==> src/rtl/rv32_fetch_pkg.sv <==
// Shared fetch-side encodings: FSM states, trap-cause codes and default vectors.
package rv32_fetch_pkg;

   typedef enum logic [1:0] {
      ST_RUN  = 2'd0,
      ST_HALT = 2'd1,
      ST_TRAP = 2'd2
   } fetch_state_e;

   typedef enum logic [1:0] {
      CAUSE_NONE     = 2'd0,
      CAUSE_MISALIGN = 2'd1,
      CAUSE_RANGE    = 2'd2
   } trap_cause_e;

   localparam logic [31:0] DEF_RESET_PC   = 32'h0000_0000;
   localparam logic [31:0] DEF_TRAP_PC    = 32'h0000_0100;
   localparam int          DEF_IMEM_WORDS = 256;

endpackage

==> src/rtl/fetch_addr_check.sv <==
// Combinational word-address legality check: alignment first, then range.
module fetch_addr_check
   import rv32_fetch_pkg::*;
#(
   parameter int IMEM_WORDS = DEF_IMEM_WORDS
) (
   input  logic [31:0] i_addr,
   output logic        o_fault,
   output logic [1:0]  o_cause
);

   localparam logic [29:0] LIMIT = 30'(IMEM_WORDS);

   logic w_misalign;
   logic w_range;

   assign w_misalign = (i_addr[1:0] != 2'b00);
   assign w_range    = (i_addr[31:2] >= LIMIT);

   always_comb begin
      o_cause = CAUSE_NONE;
      if (w_misalign)   o_cause = CAUSE_MISALIGN;
      else if (w_range) o_cause = CAUSE_RANGE;
   end

   assign o_fault = w_misalign | w_range;

endmodule

==> src/rtl/pc_fetch.sv <==
// Architectural PC register with next-PC select, halt/resume and fetch-trap sequencing.
module pc_fetch
   import rv32_fetch_pkg::*;
#(
   parameter logic [31:0] RESET_PC   = DEF_RESET_PC,
   parameter logic [31:0] TRAP_PC    = DEF_TRAP_PC,
   parameter int          IMEM_WORDS = DEF_IMEM_WORDS
) (
   input  logic        clk,
   input  logic        rst_n,
   input  logic        i_stall,
   input  logic        i_redirect,
   input  logic [31:0] i_redirect_target,
   input  logic        i_halt_req,
   input  logic        i_resume,
   output logic [31:0] o_pc,
   output logic [31:0] o_pc_plus4,
   output logic        o_fetch_valid,
   output logic [1:0]  o_state,
   output logic [1:0]  o_trap_cause,
   output logic [31:0] o_trap_addr,
   output logic [31:0] o_instret
);

   fetch_state_e r_state;
   logic [31:0]  r_pc;
   logic [31:0]  r_instret;
   logic [31:0]  r_trap_addr;
   logic [1:0]   r_trap_cause;
   logic         r_fetch_valid;

   logic [31:0]  w_pc_plus4;
   logic [31:0]  w_cand;
   logic         w_fault;
   logic [1:0]   w_cause;

   assign w_pc_plus4 = r_pc + 32'd4;
   // halt_req wins over redirect when choosing the candidate
   assign w_cand     = (i_redirect && !i_halt_req) ? i_redirect_target : w_pc_plus4;

   fetch_addr_check #(.IMEM_WORDS(IMEM_WORDS)) u_chk (
      .i_addr  (w_cand),
      .o_fault (w_fault),
      .o_cause (w_cause)
   );

   always_ff @(posedge clk or negedge rst_n) begin
      if (!rst_n) begin
         r_state       <= ST_RUN;
         r_pc          <= RESET_PC;
         r_instret     <= 32'd0;
         r_trap_addr   <= 32'd0;
         r_trap_cause  <= CAUSE_NONE;
         r_fetch_valid <= 1'b1;
      end else begin
         case (r_state)
            ST_RUN: begin
               if (!i_stall) begin
                  if (w_fault) begin
                     r_state       <= ST_TRAP;
                     r_pc          <= TRAP_PC;
                     r_trap_cause  <= w_cause;
                     r_trap_addr   <= w_cand;
                     r_fetch_valid <= 1'b0;
                  end else begin
                     r_pc      <= w_cand;
                     r_instret <= r_instret + 32'd1;
                     if (i_halt_req) begin
                        r_state       <= ST_HALT;
                        r_fetch_valid <= 1'b0;
                     end
                  end
               end
            end
            ST_HALT: begin
               if (i_resume) begin
                  r_state       <= ST_RUN;
                  r_fetch_valid <= 1'b1;
               end
            end
            ST_TRAP: begin
               if (i_resume) begin
                  r_state       <= ST_RUN;
                  r_trap_cause  <= CAUSE_NONE;
                  r_fetch_valid <= 1'b1;
               end
            end
            default: begin
               r_state       <= ST_RUN;
               r_fetch_valid <= 1'b1;
            end
         endcase
      end
   end

   assign o_pc          = r_pc;
   assign o_pc_plus4    = w_pc_plus4;
   assign o_fetch_valid = r_fetch_valid;
   assign o_state       = r_state;
   assign o_trap_cause  = r_trap_cause;
   assign o_trap_addr   = r_trap_addr;
   assign o_instret     = r_instret;

endmodule

==> config.mk <==
export PLATFORM = sky130hd
export DESIGN_NAME = pc_fetch
export DESIGN_NICKNAME = d
export VERILOG_FILES = /design/src/rtl/rv32_fetch_pkg.sv /design/src/rtl/fetch_addr_check.sv /design/src/rtl/pc_fetch.sv
export SDC_FILE = /design/constraint.sdc
export NUM_CORES = 1
export LEC_CHECK = 0
export ABC_AREA = 1
export CAP_MARGIN = 0
export CORE_MARGIN = 2
export CORE_UTILIZATION = 45
export DETAILED_ROUTE_END_ITERATION = 6
export HOLD_SLACK_MARGIN = 0.06
export PLACE_DENSITY = 0.83
export REMOVE_ABC_BUFFERS = 1
export SLEW_MARGIN = 20
export SYNTH_ARGS = -nofsm -noshare
export SYNTH_HDL_FRONTEND = slang
export SYNTH_SLANG_ARGS = --single-unit
==> constraint.sdc <==
create_clock -name clk -period 3.1 [get_ports clk]
set_clock_uncertainty 0.2 [all_clocks]
set_input_delay 0.775 -clock clk [delete_from_list [all_inputs] [get_ports clk]]
set_output_delay 0.775 -clock clk [all_outputs]
set_load 0.005 [all_outputs]
==> After elaboration in Yosys (flattened, before gate mapping) <==
Index checks and enable logic that the tools add are counted.
{ "word_totals": {"wordCells": 47, "inputBits": 38, "reg_bits": 101} }
{ "op_classes": {"eq_ne": 7, "n_addsub": 2, "magnitude_cmp": 1, "reduce_logical": 11, "n_bitwise": 3, "mux": 17} }
{ "op_table": {"columns": ["op", "count"], "rows": [
  ["$mux 32", 2],
  ["$add 32x1->32 const B", 1],
  ["$add 32x3->32 const B", 1],
  ["$ge 30x9->1 const B", 1],
  ["$mux 2", 8],
  ["$reduce_and 3->1", 3],
  ["$pmux 2 s2", 2],
  ["$mux 1", 4],
  ["$ne 2x1->1 const B", 2],
  ["$ne 2x2->1 const B", 2],
  ["$reduce_and 4->1", 1],
  ["$reduce_bool 2->1", 2],
  ["$ne 3x2->1 const B", 1],
  ["$eq 2x1->1 const B", 1],
  ["$eq 2x2->1 const B", 1],
  ["$logic_not 2->1", 1],
  ["$not 1->1", 2],
  ["$pmux 1 s2", 1],
  ["$reduce_and 2->1", 1],
  ["$reduce_or 2->1", 1],
  ["$logic_and 1x1->1", 1],
  ["$logic_not 1->1", 1],
  ["$or 1x1->1", 1]
]} }

==> Depth between registers and ports, before layout <==
{ "logic_depth": {"ltp_word": 9, "ltp_mapped": 19, "ltp_nobuf": 18} }

==> Hierarchy <==
Synthesis repeated with hierarchy kept, for this count alone.
{ "hier_totals": {"hier_cells": 850, "area_unflattened_um2": 5984.5} }
{ "by_module_without_submodules": {"columns": ["module", "area_per_inst_um2", "cells_per_inst", "seq_area_each_um2", "instances"], "rows": [
  ["pc_fetch", 5871.9, 824, 2528.7, 1],
  ["fetch_addr_check", 112.6, 26, 0.0, 1]
]} }

==> Worst setup path after synthesis <==
OpenSTA, ideal clock, no wires.
{ "synth_path": {"path_type": "input to register", "start": "input port i_halt_req", "end": "register r_instret[20] (netlist: o_instret[20])", "setup_time_ns": 0.117, "path_stages": 14, "required_ns": 2.783, "slack_ns": 0.353, "t_arrival_ns": 2.430, "path_cell_list": "inv_1 -> nand2_1 -> clkbuf_1 -> buf_2 -> nand3_1 -> nand2_1 -> nand4_1 -> nor2_4 -> nand3_4 -> nor2_4 -> nand2_2 -> buf_6 -> nand2_1 -> nand2_1"} }
{ "synth_via": {"elab_chain_cells": 7} }
{ "synth_lines": {"columns": ["item", "line", "text"], "rows": [
  ["from (decl)", "pc_fetch.sv:14", "input logic i_halt_req,"],
  ["$logic_not 1->1 (*)", "pc_fetch.sv:39", "assign w_cand = (i_redirect && !i_halt_req) ? i_redirect_target : w_pc_plus4;"],
  ["$logic_and 1x1->1 (*)", "pc_fetch.sv:39", null],
  ["$mux 32 (*)", "pc_fetch.sv:39", null],
  ["$ge 30x9->1 or $reduce_bool 2->1 (tied branches)", "fetch_addr_check.sv:18, fetch_addr_check.sv:17", null],
  ["$or 1x1->1 (*)", "fetch_addr_check.sv:26", "assign o_fault = w_misalign | w_range;"],
  ["$not 1->1 (no source line) (*)", null, null],
  ["$reduce_and 3->1 (no source line) (*)", null, null],
  ["to (signal assigned)", "pc_fetch.sv:67", "r_instret <= r_instret + 32'd1;"],
  ["to (decl)", "pc_fetch.sv:27", "logic [31:0] r_instret;"]
]} }
Every way passes the cells marked *; elsewhere a longest branch is shown, timed or not.
A chain may end at the register's enable or synchronous reset.

==> Final worst setup path <==
{ "layout_path": {"start": "register r_pc[3] (netlist: o_pc[3])", "end": "output port o_pc_plus4[24]"} }
{ "layout_via": {"elab_chain_cells": 1} }
{ "layout_lines": {"columns": ["item", "line", "text"], "rows": [
  ["from (decl)", "pc_fetch.sv:26", "logic [31:0] r_pc;"],
  ["from (signal assigned)", "pc_fetch.sv:66", "r_pc <= w_cand;"],
  ["$add 32x3->32", "pc_fetch.sv:37", "assign w_pc_plus4 = r_pc + 32'd4;"],
  ["to (decl)", "pc_fetch.sv:17", "output logic [31:0] o_pc_plus4,"]
]} }
Every way passes these cells.

==> summary.txt <==
Logic synthesis
  – Post-Syn Area: 0.00616 mm²
  – Synth Area in Adders: 0.813%
  – Synth cell count leaders: nand2_1 (344), dfrtp_1 (100), nor2_1 (97)
  – Ys flop type: dfrtp_1
  – Top-count cell post-synth: nand2_1
  – Yosys cell types: 35
  – Synth top area share: 40.6%
  – Yosys warns: 0
  – Simple-gate share of the synthesized area: 44.2%
  – Compound-cell area share of the yosys netlist: 4.31%
  – Area contributors post-synth: dfrtp_1 (41%), nand2_1 (21%), nand3_1 (6.4%)
  – Synth Area in XOR/XNOR: 2.13%
  – Post-synth EDFFs: 0
  – Multiplexer share of the synthesized area: 0%
  – Yosys reg bits: 101
  – Syn Inst Count: 896
  – Ys async rst share: 100%
  – Leading area contributor after synthesis: dfrtp_1
  – Avg Inst Size Synth: 6.87 µm²
  – Main combinational cell family by area after synthesis: simple AND/OR/NAND/NOR gates
  – Seq/Total Area, Yosys: 41.1%

Finish
  – Post-route cell area: 0.00951 mm²
  – Share of post-route cells with drive strength above 1: 20.6%
  – FILL cells: 965
  – # diodes: 0
  – Fin cells: 1,330
  – Area grow syn2layout: 54.4%
  – Final core occ: 71.6%
  – Final nets: 1,191

Critical path
  – Reg2Reg Depth: 20
  – Crit Path Class: register to output port
  – CP endpoint: o_pc_plus4[24]
  – WP data required: 2.12 ns
  – CP arrival: 2.20 ns
  – Setup crit end kind: output port
  – RR Startpoint: o_pc[3]$_DFFE_PN0P_
  – Flop2flop setup slack: -0.01 ns
  – CP Launch Type: register
  – Worst-path fanout max: 4
  – Crit path launch: o_pc[3]$_DFFE_PN0P_
  – R2R Path End: o_instret[13]$_DFFE_PN0P_

Drt
  – Vias per cell: 5.39
  – WL/cell: 16.7 µm
  – DRT Wirelength: 22,200 µm
  – Post-DRT Antenna Nets: 0
  – Via Count: 7,171
  – DRC Markers: 0
  – Pre-antenna DRT Iters: 5
  – Initial DRC count: 710

Power and ir drop
  – Register share of total power: 39.7%
  – Comb power frac: 31.0%
  – P_int: 0.00293 W
  – Leakage Power: 4.51 nW
  – Worst IR Drop VDD: 0.303 mV
  – PwrDens: 442 mW/mm²
  – Switching share of total power: 30.3%
  – Sw Pwr: 0.00128 W
  – Clk pwr share: 29.4%

Run status
  – Failing checks: negative setup slack
  – Status: finished, violations left

Timing
  – Setup TNS: -0.232 ns
  – Hold_ws: 0.169 ns
  – Peak Freq: 315 MHz
  – Slew Limit Headroom: 59.7%
  – Hold Violations, Final: 0
  – Final min period: 3.18 ns
  – Unrepaired setup endpoints after global routing: yes
  – Setup ws final: -0.0752 ns
  – Final setup viols: 7
  – Pin slew with the least headroom to its limit: 0.599 ns
  – Final Max Tran Viols: 0
  – Final Cycle Share: 102%

Clock tree
  – # clock sinks: 101
  – CTS tree: built
  – Htree depth: 3
  – CTS Buf Count: 9
  – Hold buffers post-CTS: 0
  – Root buffer cell: clkbuf_16
  – Worst-path clk slew: 0.06 ns
  – Clk_lat worst skew: 0.36 ns
  – Longest Clk Path Bufs: 2

GRT
  – Vias in the first global route: 6,137
  – First-pass GRT wire length: 31,600 µm
  – Grt total ovfl: 0
  – Largest net degree at the start of global routing: 46
  – Initial antenna violation count: 0
  – Overall global routing resource usage: 27.6%

Placed design
  – Placed inst area: 0.00841 mm²
  – Post-DP HPWL: 15,300 µm
  – GP Congestion: 0.958
  – Buffers on Ports: 170
  – Placed insts: 1,267

Job
  – Max-cap viol count: 0

Floorplan
  – Die Span Y: 121 µm
  – Starting Density: 46.3%
  – IO Pins: 171
  – Die W: 121 µm
  – Core Rows: 42
  – Die area: 0.0146 mm²
  – Core ar.: 0.0133 mm²

Hold path
  – Worst Hold Class: input pin to asynchronous set/reset pin
[cell families (layout without fill, tap and decap cells)]
logic type / count (synthesis) / count (layout)
AND/OR/NAND/NOR: 615 / 615
adder cells (fa/ha/maj): 4 / 4
buffers and inverters: 110 / 368
flip-flops: 101 / 101
XOR/XNOR: 15 / 15
AO/OA/AOI/OAI: 51 / 51
[power by group through the flow]
stage | Clock (W) | Combinational (W) | Sequential (W)
finish | 0.00124 | 0.00130 | 0.00167
global route | 0.00131 | 0.00142 | 0.00169
CTS | 0.00125 | 0.00127 | 0.00167
global placement | 0 | 0.00121 | 0.00169
floorplan | 0 | 0.000437 | 0.00168
detailed placement | 0 | 0.00123 | 0.00169
[flip-flops by register name, summed over array words and instances (netlist names)]
| name | cells |
|---|---|
| o_state | 2 |
| o_trap_addr | 32 |
| o_fetch_valid | 1 |
| o_trap_cause | 2 |
| o_instret | 32 |
| o_pc | 32 |
[through the flow]
stage | setup WS (ns) | total power [W]
detailed placement | -0.411 | 0.00291
floorplan | -0.628 | 0.00212
global placement | -0.337 | 0.00289
global route | -0.144 | 0.00441
finish | -0.0752 | 0.00421
CTS | -0.0589 | 0.00418
[how the worst min path moves through the flow]
stage	from	to
5_1_grt	rst_n	o_trap_addr[6]$_DFFE_PN0P_
3_3_place_gp	o_fetch_valid$_DFFE_PN1P_	o_fetch_valid$_DFFE_PN1P_
2_1_floorplan	o_fetch_valid$_DFFE_PN1P_	o_fetch_valid$_DFFE_PN1P_
4_1_cts	rst_n	o_trap_addr[6]$_DFFE_PN0P_
3_5_place_dp	o_fetch_valid$_DFFE_PN1P_	o_fetch_valid$_DFFE_PN1P_
6_report	rst_n	o_pc[5]$_DFFE_PN0P_
[worst max-delay path: stages, from the launching register on]
cell and delay [ns]:
dfrtp_1 0.38, buf_4 0.14, ha_4 0.14, nand3_1 0.18, nor2_2 0.25, nand3_1 0.11
nand2_1 0.13, clkdlybuf4s50_1 0.51
[what timing repair did]
| action | in CTS | in global routing |
|---|---|---|
| cloned | 1 | 3 |
| setup buffers | 8 | 35 |
| setup endpoints to repair | 21 | 90 |
| resized for setup | 29 | 83 |
| hold endpoints to repair | 0 | 0 |
| pin swaps | 6 | 27 |
[routing by layer]
layer	vias up	GRT usage, %	part of all wire (%)
met2	416	43.1	47
met5	-	0	0
met1	3346	38.3	40
li1	3335	-	-
met3	74	4.51	8.2
met4	0	10.7	4.3
[cell type report]
type	count	area (µm²)	area share (%)
Tap cell	176	220	2.31
Multi-Input combinational cell	685	3450	36.2
Clock buffer	10	239	2.51
Clock inverter	6	86.3	0.908
Sequential cell	101	2550	26.8
Timing Repair Buffer	267	2650	27.9
Inverter	85	322	3.38
[placed cells by master (no fill, tap or decap), types with 12 or more instances in the layout]
cell	instances
dlymetal6s2s_1	12
dfrtp_1	83
o21ai_1	22
clkbuf_16	12
nand2_1	323
dfrtp_2	17
nand3_1	71
clkdlybuf4s50_1	156
buf_4	81
or2_2	17
inv_1	78
nand2_2	26
o21ai_0	14
nor3_1	14
nor2_1	82
nor2_4	22
No activity file was read; power rests on OpenSTA's default activity.
